**src/rtl/ysyx_rst_pkg.sv**
```systemverilog
// Shared definitions for the ysyx reset sequencer: FSM states, default
// parameter values and counter widths.
package ysyx_rst_pkg;

  typedef enum logic [2:0] {
    ST_SYNC      = 3'd0,
    ST_HOLD      = 3'd1,
    ST_RUN       = 3'd2,
    ST_HALTED    = 3'd3,
    ST_TIMED_OUT = 3'd4
  } state_e;

  localparam int unsigned DEF_SYNC_STAGES    = 2;
  localparam int unsigned DEF_HOLD_CYCLES    = 50;
  localparam int unsigned DEF_TIMEOUT_CYCLES = 1650000;

  localparam int unsigned CYCLE_W = 32;
  localparam int unsigned HOLD_W  = 16;

endpackage

```
**src/rtl/ysyx_reset_sync.sv**
```systemverilog
// Reset-deassertion synchronizer: asserts asynchronously with the raw reset,
// releases only after STAGES rising clock edges.
module ysyx_reset_sync #(
  parameter int unsigned STAGES = 1
) (
  input  logic clock,
  input  logic reset,
  output logic rst_n_sync
);

  logic [STAGES-1:0] sync_q;

  always_ff @(posedge clock or negedge reset) begin
    if (!reset) begin
      sync_q <= '0;
    end else begin
      sync_q <= (sync_q << 1) | STAGES'(1);
    end
  end

  assign rst_n_sync = sync_q[STAGES-1];

endmodule

```
**src/rtl/ysyx_reset_sequencer.sv**
```systemverilog
// Core reset sequencer: synchronizes board reset release, holds the core in
// reset for a fixed time, then supervises the run for halt or timeout.
module ysyx_reset_sequencer
  import ysyx_rst_pkg::*;
#(
  parameter int unsigned SYNC_STAGES    = DEF_SYNC_STAGES,
  parameter int unsigned HOLD_CYCLES    = DEF_HOLD_CYCLES,
  parameter int unsigned TIMEOUT_CYCLES = DEF_TIMEOUT_CYCLES
) (
  input  logic               clock,
  input  logic               reset,
  input  logic               halt_req,
  input  logic               soft_reset_req,
  output logic               core_reset,
  output logic               running,
  output logic               halted,
  output logic               timed_out,
  output logic [CYCLE_W-1:0] cycle_count
);

  localparam logic [HOLD_W-1:0]  HoldLast    = HOLD_W'(HOLD_CYCLES - 1);
  localparam logic [CYCLE_W-1:0] TimeoutLast = CYCLE_W'(TIMEOUT_CYCLES - 1);
  localparam bit                 TimeoutEn   = (TIMEOUT_CYCLES != 0);

  state_e             state_q, state_d;
  logic [HOLD_W-1:0]  hold_cnt_q, hold_cnt_d;
  logic [CYCLE_W-1:0] cycle_cnt_q, cycle_cnt_d;
  logic               rst_n_sync;

  // The state register samples the synchronizer output, so it completes the
  // chain: HOLD is entered on the SYNC_STAGES-th edge after release, while its
  // D input still reads SYNC whenever the raw release lands.
  ysyx_reset_sync #(
    .STAGES(SYNC_STAGES - 1)
  ) u_sync (
    .clock     (clock),
    .reset     (reset),
    .rst_n_sync(rst_n_sync)
  );

  always_ff @(posedge clock or negedge reset) begin
    if (!reset) begin
      state_q     <= ST_SYNC;
      hold_cnt_q  <= '0;
      cycle_cnt_q <= '0;
    end else begin
      state_q     <= state_d;
      hold_cnt_q  <= hold_cnt_d;
      cycle_cnt_q <= cycle_cnt_d;
    end
  end

  always_comb begin
    state_d     = state_q;
    hold_cnt_d  = hold_cnt_q;
    cycle_cnt_d = cycle_cnt_q;
    unique case (state_q)
      ST_SYNC: begin
        if (rst_n_sync) begin
          state_d    = ST_HOLD;
          hold_cnt_d = '0;
        end
      end
      ST_HOLD: begin
        if (soft_reset_req) begin
          hold_cnt_d = '0;
        end else if (hold_cnt_q == HoldLast) begin
          state_d     = ST_RUN;
          hold_cnt_d  = '0;
          cycle_cnt_d = '0;
        end else begin
          hold_cnt_d = hold_cnt_q + 1'b1;
        end
      end
      // Soft reset beats halt, and halt beats timeout.
      ST_RUN: begin
        if (soft_reset_req) begin
          state_d     = ST_HOLD;
          hold_cnt_d  = '0;
          cycle_cnt_d = '0;
        end else if (halt_req) begin
          state_d = ST_HALTED;
        end else if (TimeoutEn && (cycle_cnt_q == TimeoutLast)) begin
          state_d = ST_TIMED_OUT;
        end else if (cycle_cnt_q != '1) begin
          cycle_cnt_d = cycle_cnt_q + 1'b1;
        end
      end
      ST_HALTED, ST_TIMED_OUT: begin
        if (soft_reset_req) begin
          state_d     = ST_HOLD;
          hold_cnt_d  = '0;
          cycle_cnt_d = '0;
        end
      end
      default: begin
        state_d = ST_SYNC;
      end
    endcase
  end

  assign core_reset  = (state_q != ST_RUN);
  assign running     = (state_q == ST_RUN);
  assign halted      = (state_q == ST_HALTED);
  assign timed_out   = (state_q == ST_TIMED_OUT);
  assign cycle_count = cycle_cnt_q;

endmodule

```
**config.mk**
```make
export PLATFORM = sky130hd
export DESIGN_NAME = ysyx_reset_sequencer
export DESIGN_NICKNAME = d
export VERILOG_FILES = /design/src/rtl/ysyx_rst_pkg.sv /design/src/rtl/ysyx_reset_sync.sv /design/src/rtl/ysyx_reset_sequencer.sv
export SDC_FILE = /design/constraint.sdc
export NUM_CORES = 1
export LEC_CHECK = 0
export CAP_MARGIN = 15
export CORE_MARGIN = 5
export CORE_UTILIZATION = 34
export DETAILED_ROUTE_END_ITERATION = 12
export DONT_BUFFER_PORTS = 1
export MAX_ROUTING_LAYER = met4
export RECOVER_POWER = 25
export SLEW_MARGIN = 30
export SYNTH_ARGS = -nofsm -noshare
export SYNTH_HDL_FRONTEND = slang
export SYNTH_SLANG_ARGS = --single-unit
```
**constraint.sdc**
```tcl
create_clock -name clock -period 2.1 [get_ports clock]
set_input_delay 0.63 -clock clock [delete_from_list [all_inputs] [get_ports clock]]
set_output_delay 0.63 -clock clock [all_outputs]
set_load 0.1 [all_outputs]
```
==> impl_metrics.yaml <==
hold_path:
  worstHoldPathCells: 1
  min_path_type: "primary input to flop"
setup_path:
  cp-start-kind: "flop"
  cp_max_fo: 5
  worst-r2r-cell-count: 7
  worstPathRequired_ns: 2.29
  critical_path_class: "flop to flop"
  critPathCaptureType: "flop"
  cp.arrival_ns: 2.38
global_route:
  antenna_found_initial: 0
  grt_max_degree: 43
  overflow: 0
  globalRouteTotalUtil_pct: 17.9
  first_global_vias: 3212
  grt_first_pass_wirelength_mm: 16.2
sta:
  hold_viol: 0
  relSlewSlack_pct: 25.7
  hold_ws_ns: 0.377
  post-route-period-util_pct: 104
  max_freq_mhz: 457
  rsz0062_at_grt: "yes"
  setup_viol: 17
  skew_ns: 0.0105
  period_minus_slack_ns: 2.19
  postLayoutSetupSlackWorst_ns: -0.0899
  worstMarginPinSlew_ns: 1.12
  slew_violations: 0
clocking:
  clk_latency_ns: 0.31
  clkSinkCount: 52
  clkTransAtPathRegs_ns: 0.11
  cts_buffer_depth: 2
  root_buffer: "clkbuf_8"
  cts_buffers: 5
  htreeDepth: 2
  cts_tree: "yes"
synthesis:
  netlist_area_um2: 3140
  synth_seq_cells: 52
  synth_warnings: 0
  ys_types: 49
  syn_area_per_cell_um2: 8.78
  async_reset_ff_share_pct: 100
  seq_area_frac_synth_pct: 41.4
  synth_ff_type: "dfrtp_1"
  synth_edf_count: 0
  synth_nets: 365
  synthCells: 358
cells_and_area:
  layout_common_cells: "99 x buf_4, 47 x nand2_1, 28 x a31oi_1"
  diodes: 0
  post-route-util_pct: 51.3
  drive_gt1_share_pct: 47.1
  instances_no_fill: 572
  fillers: 824
  syn2layout_area_growth_pct: 48.7
  final_nets: 467
  layout_commonest_cell: "buf_4"
drt:
  dr.first_iter.drc_count: 176
  drt_wl_total_mm: 9.88
  viasPerCell: 5.63
  ant_nets: 0
  vias: 3219
  detail_route.first_pass.iterations: 4
  routedWlPerCell_um: 17.3
  drc: 0
floorplan:
  die_area_um2: 11300
  row_count: 35
  core_area_um2: 9110
  start_util_pct: 34.5
  die_w_um: 106
  ios: 40
  dieHeight_um: 106
run_status:
  outcome: "finished, violations left"
  violations: "setup timing"
placed_design:
  place_hpwl_mm: 6.65
  globalplace.congestion: 0.854
  placed_cells: 547
  io_buffers: 0
  pre_cts_ws_ns: -0.250
pwr:
  p_per_area_nw_per_um2: 359
  vdd_drop_max_uv: 301
  p_leak_nw: 1.86
flow_run:
  maxCapViolations: 0
-- what timing repair did --
item | in CTS | in global routing
hold endpoints to repair | 42 | 0
endpoints found under the setup margin | 23 | 47
hold buffers | 2 | 0
gates cloned | 2 | 0
gates resized for setup | 18 | 32
setup buffers | 9 | 4
pin swaps | 12 | 14
-- synthesized netlist by cell type, drive strengths merged (5+ instances only) --
cell,n,share of area (%)
nand3,13,2.2
nand2b,5,1.0
xnor2,9,2.5
clkbuf,7,0.84
and3,14,2.8
nand4,15,3.0
inv,11,1.3
a21oi,19,3.0
a31oi,39,7.8
nor2,23,3.0
buf,11,2.5
nand2,47,5.6
and4,5,1.4
nor4,11,3.1
nor3,10,2.0
dfrtp,52,41
o21ai,22,3.5
-- sequential cells by signal, indices dropped and copies added (netlist names) --
name               flops
state_q                3
u_sync.rst_n_sync      1
cycle_count           32
hold_cnt_q            16
-- worst paths after layout --
| kind | endpoint | slack (ns) | startpoint |
|---|---|---|---|
| worst max register to register | cycle_count[4] | -0.09 | cycle_count[15] |
| worst max-delay path | cycle_count[4] | -0.09 | cycle_count[15] |
| max in group asynchronous | cycle_count[4] | 0.77 | reset |
| min in group asynchronous | cycle_count[7] | 0.51 | reset |
| worst min register to register | cycle_count[24] | 0.51 | cycle_count[24] |
| worst min-delay path | state_q[2] | 0.38 | soft_reset_req |
-- critical path, cell delays in order (launching register included) --
cell and delay, ns:
dfrtp_4 0.51, or4_4 0.53, nor4_4 0.31, buf_4 0.19
nor3_4 0.06, bufbuf_16 0.28, a21oi_4 0.15, a31oi_4 0.04
-- power breakdown --
part | switching (mW) | internal [mW] | total [mW]
clock network | 0.361 | 0.235 | 0.595
logic | 0.0479 | 0.0228 | 0.0707
registers | 0.00406 | 1.01 | 1.01
-- cell type report --
type                            count  area (um^2)  share of cell area, %
Clock buffer                        6         72.6                   1.55
Clock inverter                      2         12.5                  0.268
Inverter                           11         47.5                   1.02
Multi-Input combinational cell    277         2050                   43.9
Sequential cell                    52         1380                   29.4
Tap cell                          111          139                   2.97
Timing Repair Buffer              113          973                   20.8
-- stage by stage --
step | total power, mW | area, um^2 | TNS [ns]
2_1_floorplan | 1.06 | 3350 | -12.71
3_3_place_gp | 1.08 | 4100 | -2.81
3_5_place_dp | 1.08 | 4100 | -3.77
4_1_cts | 1.70 | 4460 | -0.310
5_1_grt | 1.74 | 4670 | -2.76
6_report | 1.68 | 4670 | -0.736
-- per-layer routing --
metal | up-vias | share of wire [%] | GRT usage, % | routed length, um
li1 | 1539 | - | - | -
met1 | 1609 | 42 | 22.3 | 4160
met2 | 65 | 53 | 30.7 | 5190
met3 | 6 | 4.6 | 2.91 | 456
met4 | 0 | 0.67 | 3.98 | 66
met5 | - | 0 | - | 0
-- cells by family (layout without fill, tap and decap cells) --
kind of cell	Yosys count	count (layout)	synth area share [%]
and+or+nand+nor	164	164	29.4
buffers and inverters	29	132	4.70
xor gates and xnor gates	9	9	2.51
adders and majority gates	3	3	1.19
other	1	1	0.119
muxes	2	2	0.677
DFF	52	52	41.4
AOI/OAI and AO/OA	98	98	20.0
No activity file was read; power rests on OpenSTA's default activity.
